## src/rtl/spartan_cpu_pkg.sv

```systemverilog
// Shared CPU constants: datapath widths, register count
// and writeback requester indices.
package spartan_cpu_pkg;

    localparam int WORD_W   = 16;
    localparam int ADDR_W   = 4;
    localparam int NUM_REGS = 16;

    localparam int WB_LOAD = 0;
    localparam int WB_ALU  = 1;
    localparam int WB_MISC = 2;

endpackage

```

## src/rtl/wb_rr_picker.sv

```systemverilog
// Round-robin one-hot picker for the three writeback requesters.
// Priority starts at ptr and wraps mod 3.
module wb_rr_picker (
    input  logic [2:0] valid,
    input  logic [1:0] ptr,
    output logic [2:0] grant
);

    int idx;

    always_comb begin
        grant = '0;
        idx   = 0;
        for (int k = 0; k < 3; k++) begin
            idx = (int'(ptr) + k) % 3;
            if (grant == 3'b000 && valid[idx]) begin
                grant[idx] = 1'b1;
            end
        end
    end

endmodule

```

## src/rtl/wb_port_arbiter.sv

```systemverilog
// Register file write-port arbiter with pending-write scoreboard.
// Define WB_ROUND_ROBIN_EN for round-robin instead of fixed priority.
module wb_port_arbiter #(
    parameter int NUM_REQ = 3,
    parameter int WORD_W  = 16,
    parameter int ADDR_W  = 4
) (
    input  logic                        clk,
    input  logic                        rst,
    input  logic [NUM_REQ-1:0]          req_valid,
    input  logic [NUM_REQ*ADDR_W-1:0]   req_addr,
    input  logic [NUM_REQ*WORD_W-1:0]   req_data,
    output logic [NUM_REQ-1:0]          req_ready,
    input  logic                        claim_valid,
    input  logic [ADDR_W-1:0]           claim_addr,
    output logic                        reg3_write,
    output logic [ADDR_W-1:0]           reg3_addr,
    output logic [WORD_W-1:0]           reg3_bus,
    output logic [(1<<ADDR_W)-1:0]      pending
);

    import spartan_cpu_pkg::*;

    logic [2:0]                 pick;
    logic [1:0]                 win_idx;
    logic [ADDR_W-1:0]          win_addr;
    logic [WORD_W-1:0]          win_data;
    logic [(1<<ADDR_W)-1:0]     pend_nxt;

`ifdef WB_ROUND_ROBIN_EN
    logic [1:0] ptr;

    wb_rr_picker u_picker (
        .valid (req_valid[2:0]),
        .ptr   (ptr),
        .grant (pick)
    );

    always_ff @(posedge clk) begin
        if (rst) begin
            ptr <= 2'd0;
        end else if (|req_ready) begin
            ptr <= (win_idx == 2'd2) ? 2'd0 : win_idx + 2'd1;
        end
    end
`else
    always_comb begin
        pick = '0;
        if (req_valid[WB_LOAD]) begin
            pick[WB_LOAD] = 1'b1;
        end else if (req_valid[WB_ALU]) begin
            pick[WB_ALU] = 1'b1;
        end else if (req_valid[WB_MISC]) begin
            pick[WB_MISC] = 1'b1;
        end
    end
`endif

    // No grants while in reset so nothing transfers into a flushed pipe.
    always_comb begin
        req_ready = '0;
        if (!rst) begin
            req_ready = pick;
        end
    end

    always_comb begin
        unique case (1'b1)
            req_ready[WB_ALU]:  win_idx = 2'd1;
            req_ready[WB_MISC]: win_idx = 2'd2;
            default:            win_idx = 2'd0;
        endcase
    end

    assign win_addr = req_addr[win_idx*ADDR_W +: ADDR_W];
    assign win_data = req_data[win_idx*WORD_W +: WORD_W];

    always_ff @(posedge clk) begin
        if (rst) begin
            reg3_write <= 1'b0;
            reg3_addr  <= '0;
            reg3_bus   <= '0;
        end else begin
            reg3_write <= |req_ready;
            if (|req_ready) begin
                reg3_addr <= win_addr;
                reg3_bus  <= win_data;
            end
        end
    end

    // Claim is applied after the clear: a fresh claim is a younger write.
    always_comb begin
        pend_nxt = pending;
        if (reg3_write) begin
            pend_nxt[reg3_addr] = 1'b0;
        end
        if (claim_valid) begin
            pend_nxt[claim_addr] = 1'b1;
        end
    end

    always_ff @(posedge clk) begin
        if (rst) begin
            pending <= '0;
        end else begin
            pending <= pend_nxt;
        end
    end

endmodule
```

## config.mk

```make
export PLATFORM = sky130hd
export DESIGN_NAME = wb_port_arbiter
export DESIGN_NICKNAME = d
export VERILOG_FILES = /design/src/rtl/spartan_cpu_pkg.sv /design/src/rtl/wb_rr_picker.sv /design/src/rtl/wb_port_arbiter.sv
export SDC_FILE = /design/constraint.sdc
export NUM_CORES = 1
export LEC_CHECK = 0
export CAP_MARGIN = 20
export CORE_MARGIN = 10
export CORE_UTILIZATION = 37
export CTS_CLUSTER_SIZE = 24
export DETAILED_ROUTE_END_ITERATION = 8
export HOLD_SLACK_MARGIN = 0.12
export MAX_ROUTING_LAYER = met4
export PLACE_DENSITY = 0.92
export SLEW_MARGIN = 5
export SYNTH_ARGS = -nofsm -noshare
export SYNTH_HDL_FRONTEND = slang
export SYNTH_SLANG_ARGS = --single-unit
```

## constraint.sdc

```tcl
create_clock -name clk -period 1.3 [get_ports clk]
set_input_delay 0.13 -clock clk [delete_from_list [all_inputs] [get_ports clk]]
set_output_delay 0.13 -clock clk [all_outputs]
set_load 0.005 [all_outputs]
```

Word-level counts from Yosys, hierarchy flattened
Index checks and enable logic that the tools add are counted.
- logic and storage cells: 29
- output and inout bits: 40
- input port bits: 70
- register bits after elaboration: 37
- reduce and logical (&&, ||, !) cells: 3
- bitwise operators: 3
- multiplexer cells: 13
- shift-type cells: 2
- order comparisons: 4
- operators by type and width (cell ; number):
    variable part select 48 x 7 -> 16 bit ; 1
    2-to-1 mux 16 bit ; 2
    AND 16 bit ; 1
    NOT 16 bit ; 1
    OR 16 bit ; 1
    variable part select 12 x 5 -> 4 bit ; 1
    < comparator 4 x 5 -> 1 bit, second input constant ; 2
    demux 1 bit (select 4 bit) ; 2
    greater-or-equal comparator 4 x 1 -> 1 bit, second input constant ; 2
    2-to-1 mux 1 bit ; 6
    one-hot mux 2 bit (2 select lines) ; 1
    2-to-1 mux 3 bit ; 1
    OR reduction 3 bit ; 1
    logical AND 1 bit ; 2
    2-to-1 mux 2 bit ; 1

Depth between registers and ports, before layout
Gate-level depths: netlist (run 1).
- word-level depth: 9
- depth in mapped cells: 5
- gate-level depth less buffers: 3

Least setup slack after synthesis (run 1)
OpenSTA, ideal clock, no wires.
- kind: reg-to-reg
- from: register reg3_write
- to: register pending[0]
- stages on the path, launching flop included: 4
- setup time: 0.126 ns
- buffers on the path: 0
- setup slack: 0.111 ns
- arrival time: 1.063 ns
- period minus slack after synthesis: 1.189 ns
- required time: 1.174 ns
- cell sequence: dfxtp_1 or3b_4 o311ai_2 o21ai_1
- word-level cells in the longest chain between the ends: 3
- ends and longest elaborated chain (item ; RTL line ; source):
    start: declaration ; wb_port_arbiter.sv:16 ; output logic reg3_write,
    start signal: assignment ; wb_port_arbiter.sv:84 ; reg3_write <= |req_ready;
    2-to-1 mux 16 bit (*) ; wb_port_arbiter.sv:95 ; if (reg3_write) begin
    OR 16 bit (no source line) ; - ;
    2-to-1 mux 16 bit (*) ; wb_port_arbiter.sv:98 ; if (claim_valid) begin
    end signal: assignment ; wb_port_arbiter.sv:107 ; pending <= pend_nxt;
    end: declaration ; wb_port_arbiter.sv:19 ; output logic [(1<<ADDR_W)-1:0] pending
Every way passes the cells marked *; elsewhere a longest branch is shown, timed or not.
A chain may end at the register's enable or synchronous reset.

Final worst setup path (run 1)
- from: register reg3_bus[9]
- to: output reg3_bus[9]
- RTL lines (item ; RTL line ; source):
    start: declaration ; wb_port_arbiter.sv:18 ; output logic [WORD_W-1:0] reg3_bus,
    start signal: assignment ; wb_port_arbiter.sv:87 ; reg3_bus <= win_data;
No word-level cell between the ends.

==> summary.txt, run 1 <==
Pwr
  – Leak pwr: ~1.5 nW
  – Switch Pwr: 697.6 uW
  – Overall power: roughly 2.7 mW
  – Power density over the cells: between 800 and 900 nW/um^2
  – Switching share of power: 26.27%
  – Seq pwr share: 46.7%
  – Max VDD drop: approximately 0.00051 V
  – Combinational power share: 23.7%
  – Clock network power share: 29.6%
  – Int Pwr: about 2 mW

Synth
  – Synth top area share: between 40% and 50%
  – Yosys top cell by area: dfxtp_1
  – Post-Synth Adder-Cell Area: 0%
  – Syn_area_per_cell: roughly 8.2 um^2
  – Number of flops mapped to enable cells by yosys: 0
  – Top post-synthesis cells by area: dfxtp_1 42%, o21ai_0 14%, a211oi_1 8.1%, nor2b_1 7.4%, nand2_1 4.7%
  – Mux contribution to synthesized area: 0%
  – Synthesized cell area: around 1800 um^2
  – Most common cell in the netlist: o21ai_0
  – Synthesized flop and latch total: 37
  – Synth Warn #: 0
  – Mapped Nets: between 200 and 300
  – Simple-Gate Fraction of Synth Area: around a fifth
  – Main combinational cell family by area after synthesis: compound AO/OA/AOI/OAI gates
  – FFs w/ async S/R, synth: 0%
  – XOR/XNOR share of the synthesized area: 0%
  – Post-synthesis sequential area ratio: approximately two fifths
  – Area fraction in compound gates after synthesis: 31.70%
  – Mapped Cells: ~220
  – Leading cell types by count after synthesis: 51 x o21ai_0, 37 x dfxtp_1, 22 x nand2_1, 21 x nor2b_1, 19 x a211oi_1
  – Netlist cell types: 29
  – Synth Flop Type: dfxtp_1

Floorplanning
  – Die Y: 89.05 um
  – FP Rows: 25
  – Ports: 110
  – Core Box Area: ~4700 um^2
  – Starting density of the core: a little under two fifths
  – Width of the die: between 80 and 90 um
  – Die Outline Area: between 7000 and 8000 um^2

Placement
  – Gpl congestion: 0.9046
  – Hpwl dp: 5520 um
  – Placed insts: ~380
  – Post-place setup slack: -294.7 ps
  – IO Port Bufs: between 100 and 150

STA
  – Worst Tran Pin Value: around 310 ps
  – Final Slew Violations: 0
  – Min cycle time layout: approximately 1300 ps
  – Setup violators final: 0
  – Max frequency: ~790 MHz
  – RSZ-0062 raised after global routing: true
  – Final Cycle Share: 97.37%
  – Rel. slew slack: about 79%
  – Setup WS post-layout: between 30 and 40 ps
  – Hold slack: approximately 380 ps
  – Clk_skew: 3.230 ps
  – Final number of hold-violating endpoints: 0

Critical path
  – Worst flop-to-flop path endpoint: pending[0]$_SDFF_PP0_
  – Kind of critical path: flop to output pin
  – Setup crit start kind: flop
  – Max FO, Critical Path: 2
  – Slowest Stage Delay on Critical Path: ~520 ps
  – Critical path arrival: roughly 1100 ps
  – Reg2reg setup slack: roughly 80 ps
  – Slowest cell on the critical path: clkdlybuf4s50_1
  – Worst Reg-to-Reg Cells: 3
  – CP Capture Type: output pin
  – Cells along the critical path: clkdlybuf4s50_1
  – CP delay by family, top: buffers and inverters
  – Worst Path Required: between 1000 and 1500 ps
  – Path length in cells of the critical path: 1
  – Worst path bufs/invs: 1
  – Critical Path Source: reg3_bus[9]$_SDFFE_PP0P_
  – RR Startpoint: reg3_addr[0]$_SDFFE_PP0P_
  – End of the critical path: reg3_bus[9]

Detailed routing
  – TritonRoute pass-1 iters: 4
  – Final wirelength: roughly 7000 um
  – Vias per cell: ~5.4
  – DRC viols: 0
  – Vias post-DR: about 2100
  – Iter 0 DRT Violations: between 90 and 100
  – ANT nets after route: 0
  – WL per Instance: 17.73 um

Final layout
  – Final Util: between 60% and 70%
  – Post-route insts no fill: ~390
  – Final #Nets: just over 400
  – Layout area overhead: 78.65%
  – Layout cells sized above 1: 12.46%

Global route
  – First-pass GRT wire length: around 11000 um
  – Vias in the first global route: 2236
  – Grt ovf: 0
  – Total GRT Usage: roughly 18%
  – Largest net degree at the start of global routing: 24
  – Initial antenna violation count: 0

Hold path
  – Hold Path Origin: req_addr[1]
  – Hold Crit Class: input port to flop

CTS
  – Hold Buf Count CTS: 0
  – Clock buffer depth: 2
  – Clock slew at reported path FFs: 70 ps
  – CTS tree: built
  – Clock Latency Late Sink: around 290 ps
  – Total CTS buffers: 5
  – # clock sinks: 37
  – H-tree depth: 2
  – Clock Root Buffer: clkbuf_8

Outcome
  – Outcome: finished clean

Job
  – Max capacitance violation total: 0
## power groups by stage
stage | registers, mW | logic [mW] | clock network, mW
after floorplan | 1.27 | 0.194 | 0
after global placement | 1.26 | 0.627 | 0
after detailed placement | 1.27 | 0.640 | 0
after CTS | 1.24 | 0.638 | 0.802
after global routing | 1.25 | 0.682 | 0.858
final | 1.24 | 0.630 | 0.785
## state kept, by name, indices dropped and copies added, names as in the netlist
name / count
reg3_write: 1
reg3_addr: 4
pending: 16
reg3_bus: 16
## routing by layer
metal / part of all wire [%] / track usage (%)
met1: 39 / 17.75
met4: 2.0 / 7.948
met5: 0 / -
met2: 51 / 30.39
met3: 8.7 / 7.201
## worst reg2reg max path, delay by kind of cell, from the launching register on
| kind | cells | cell delay (ps) |
|---|---|---|
| AOI/OAI and AO/OA | 2 | 310 |
| and+or+nand+nor | 1 | 430 |
| DFF | 1 | 370 |
## cells in the final DEF (no fill, tap or decap), types with 5 or more instances in the layout
cell type,instances
buf_4,17
o211ai_1,10
dfxtp_1,27
a211oi_1,19
o21ai_0,50
clkbuf_8,5
dlygate4sd2_1,9
dlymetal6s2s_1,20
dfxtp_2,6
nand2_1,22
inv_1,6
nor2b_1,20
clkdlybuf4s50_1,79
## kinds of logic (layout without fill, tap and decap cells)
group	after synthesis	in the layout
compound gates	90	90
simple gates	67	67
flops	37	37
buf+inv	21	143
other cells	0	1
## what timing repair did
item / in CTS / in global routing
setup buffers: 1 / 0
pin swaps: 0 / 0
resized for setup: 22 / 34
endpoints found under the setup margin: 9 / 30
hold endpoints to repair: 0 / 0
## how the worst min path moves through the flow
stage	endpoint	slack (ps)	cells past startpoint
2_1_floorplan	reg3_addr[0]$_SDFFE_PP0P_	240	2
3_3_place_gp	pending[9]$_SDFF_PP0_	480	2
3_5_place_dp	pending[9]$_SDFF_PP0_	490	2
4_1_cts	reg3_bus[8]$_SDFFE_PP0P_	380	3
5_1_grt	reg3_addr[3]$_SDFFE_PP0P_	400	3
6_report	reg3_addr[1]$_SDFFE_PP0P_	380	3
## through the flow
stage | cell area [um^2] | setup TNS, ps
finish | 3152 | 0
global route | 3149 | -40.11
CTS | 3090 | 0
detailed placement | 2988 | -5618
global placement | 2988 | -4894
floorplan | 1764 | 0
## cell type report
type | instances | area (um^2)
Sequential cell | 37 | 763.2
Fill cell | 372 | 1509
Timing Repair Buffer | 128 | 1275
Multi-Input combinational cell | 157 | 934.6
Clock buffer | 6 | 72.57
Antenna cell | 1 | 2.502
Clock inverter | 2 | 10.01
Tap cell | 54 | 67.56
Inverter | 7 | 26.28
Note: power is estimated with default switching activity, not from simulation.
==> inputs of run 2 (changes only) <==
Settings changed: ABC_CLOCK_PERIOD_IN_PS from default to 1300.
==> results of run 2 <==
No change in the layout: final DEF, timing and power equal those of run 1.
==> inputs of run 3 (changes only) <==
Settings changed: ABC_CLOCK_PERIOD_IN_PS 1300 to 1100, CORE_MARGIN 10 to default, CORE_UTILIZATION 37 to 33, PLACE_DENSITY 0.92 to 0.87.
Clock period 1.3 ns to 1.1 ns, I/O delays scaled along.
==> summary.txt, run 3 (synthesis gave the netlist of run 1 again) <==
Outcome
  – Outcome: complete, but fails checks
  – Failing checks: negative setup slack

Job
  – Max capacitance violation total: 0

Pwr
  – Int Pwr: approximately 2.3 mW
  – Max VDD drop: roughly 0.0005 V
  – Power density over the cells: between 900 and 1000 nW/um^2
  – Combinational power share: 25.3%
  – Clock network power share: 29.1%
  – Leak pwr: about 1.4 nW
  – Seq pwr share: a little under half
  – Switch Pwr: between 800 and 900 uW
  – Switching share of power: 26.79%

Critical path
  – Worst flop-to-flop path endpoint: pending[0]$_SDFF_PP0_
  – Max FO, Critical Path: 3
  – Worst Path Required: roughly 1300 ps
  – CP delay by family, top: simple AND/OR/NAND/NOR gates
  – Reg2reg setup slack: -190 ps
  – Slowest Stage Delay on Critical Path: 410 ps
  – Cells along the critical path: buf_6, or3b_4, o311ai_2, o21ai_1
  – RR Startpoint: reg3_write$_SDFF_PP0_
  – Slowest cell on the critical path: or3b_4
  – Critical Path Source: reg3_write$_SDFF_PP0_
  – Critical path arrival: between 1000 and 1500 ps
  – Worst path bufs/invs: 1
  – Setup crit start kind: flop
  – CP Capture Type: flop
  – Kind of critical path: flop to flop
  – Worst Reg-to-Reg Cells: 4

Floorplanning
  – FP Rows: 26
  – Starting density of the core: roughly 34%
  – Die Outline Area: 5642 um^2
  – Die Y: approximately 75 um
  – Core Box Area: about 5100 um^2
  – Width of the die: roughly 75 um
  – Ports: 110

Placement
  – IO Port Bufs: 109
  – Gpl congestion: approximately 0.93
  – Post-DP Area: between 3000 and 4000 um^2
  – Placed insts: 404
  – Hpwl dp: around 4700 um

CTS
  – # clock sinks: 37
  – Clock Latency Late Sink: about 290 ps
  – Clock buffer depth: 2
  – H-tree depth: 2
  – CTS tree: built
  – Clock Root Buffer: clkbuf_8
  – Total CTS buffers: 5
  – Clock slew at reported path FFs: roughly 80 ps

STA
  – Rel. slew slack: 77.74%
  – Final Cycle Share: 117.0%
  – Worst Tran Pin Value: 331.3 ps
  – Setup WS post-layout: -187.1 ps
  – RSZ-0062 raised after global routing: true
  – Clk_skew: roughly 9.5 ps
  – Max frequency: roughly 800 MHz
  – Min cycle time layout: between 1000 and 1500 ps
  – Final number of hold-violating endpoints: 0
  – Final Slew Violations: 0
  – Setup violators final: 9

Detailed routing
  – TritonRoute pass-1 iters: 4
  – WL per Instance: 15.78 um
  – Vias per cell: 5.257
  – ANT nets after route: 0
  – DRC viols: 0
  – Final wirelength: between 6000 and 7000 um
  – Vias post-DR: 2208
  – Iter 0 DRT Violations: roughly 80

Final layout
  – Design area: 3283 um^2
  – Fill count: approximately 460
  – Most common cell after layout, fill and taps aside: clkdlybuf4s50_1
  – Post-route insts no fill: 420
  – Ant diodes: 0
  – Largest regs: pending (16), reg3_bus (16), reg3_addr (4)
  – Layout cells sized above 1: approximately a fifth
  – Layout area overhead: 86.10%
  – Most frequent cells in the layout: 65 x clkdlybuf4s50_1, 38 x o21ai_0, 37 x dlygate4sd2_1
  – Final Util: a little under two thirds
  – Final #Nets: roughly 420

Global route
  – First-pass GRT wire length: 10090 um
  – Total GRT Usage: about 25%
  – Largest net degree at the start of global routing: 21
  – Vias in the first global route: 2194
  – Grt ovf: 0
  – Initial antenna violation count: 0

Hold path
  – Hold Crit Class: input port to flop
  – Hold Path Sink: reg3_addr[2]$_SDFFE_PP0P_
  – Hold Path Origin: rst
  – Worst hold path depth: 3
-- run 3: cell count changes in the layout (fill, tap and decap cells not counted), moves of 5 or more --
cell	delta
o21ai_1	+12
clkdlybuf4s50_1	-14
buf_6	+5
dlygate4sd2_1	+28
dlymetal6s2s_1	-19
o21ai_0	-12
buf_4	+6
-- run 3: power groups by stage --
stage	Combinational, mW	Clock [mW]	Sequential [mW]
after detailed placement	0.769	0	1.50
after CTS	0.784	0.941	1.46
final	0.811	0.931	1.46
after floorplan	0.230	0	1.50
after global placement	0.748	0	1.49
after global routing	0.872	1.01	1.47
-- run 3: how the worst max path moves through the flow --
stage	end	slack (ps)	cells after the start
6_report	pending[0]$_SDFF_PP0_	-190	4
5_1_grt	pending[0]$_SDFF_PP0_	-250	4
4_1_cts	pending[0]$_SDFF_PP0_	-190	4
3_5_place_dp	reg3_addr[2]$_SDFFE_PP0P_	-440	5
3_3_place_gp	req_ready[1]	-410	4
2_1_floorplan	pending[0]$_SDFF_PP0_	-40	3
-- run 3: through the flow --
step / setup WS [ps] / hold WS (ps) / total power, mW / setup TNS [ps]
6_report: -187.1 / 353.7 / 3.205 / -798.6
5_1_grt: -246.9 / 378.7 / 3.351 / -1652
2_1_floorplan: -40.53 / 218.5 / 1.729 / -40.53
4_1_cts: -191.7 / 336.4 / 3.186 / -997.9
3_5_place_dp: -438.5 / 486.1 / 2.266 / -12210
3_3_place_gp: -409.4 / 471.7 / 2.243 / -10730
-- run 3: worst reg2reg max path: stages, from the launching register on --
cell	delay (ps)
dfxtp_2	340
buf_6	90
or3b_4	410
o311ai_2	230
o21ai_1	100
-- run 3: layout make-up --
cell class	count	area [um^2]	area share, %
timing repair buffer	141	1344	40.93
multi-input combinational	157	975.9	29.73
sequential	37	767.0	23.36
tap	70	87.58	2.668
clock buffer	6	72.57	2.210
inverter	7	26.28	0.8003
clock inverter	2	10.01	0.3049
-- run 3: metal layers --
metal	vias up	track usage, %	wire [um]
met2	104	45.15	3459
met1	1040	25.92	2591
li1	1053	-	-
met4	0	10.27	101
met3	11	6.024	477
met5	-	-	0
-- run 3: repair_timing --
action / in CTS / in global routing
gates cloned: 2 / 0
endpoints found under the setup margin: 65 / 22
setup buffers: 5 / 2
resized for setup: 89 / 17
hold buffers: 0 / 0
pin swaps: 9 / 10
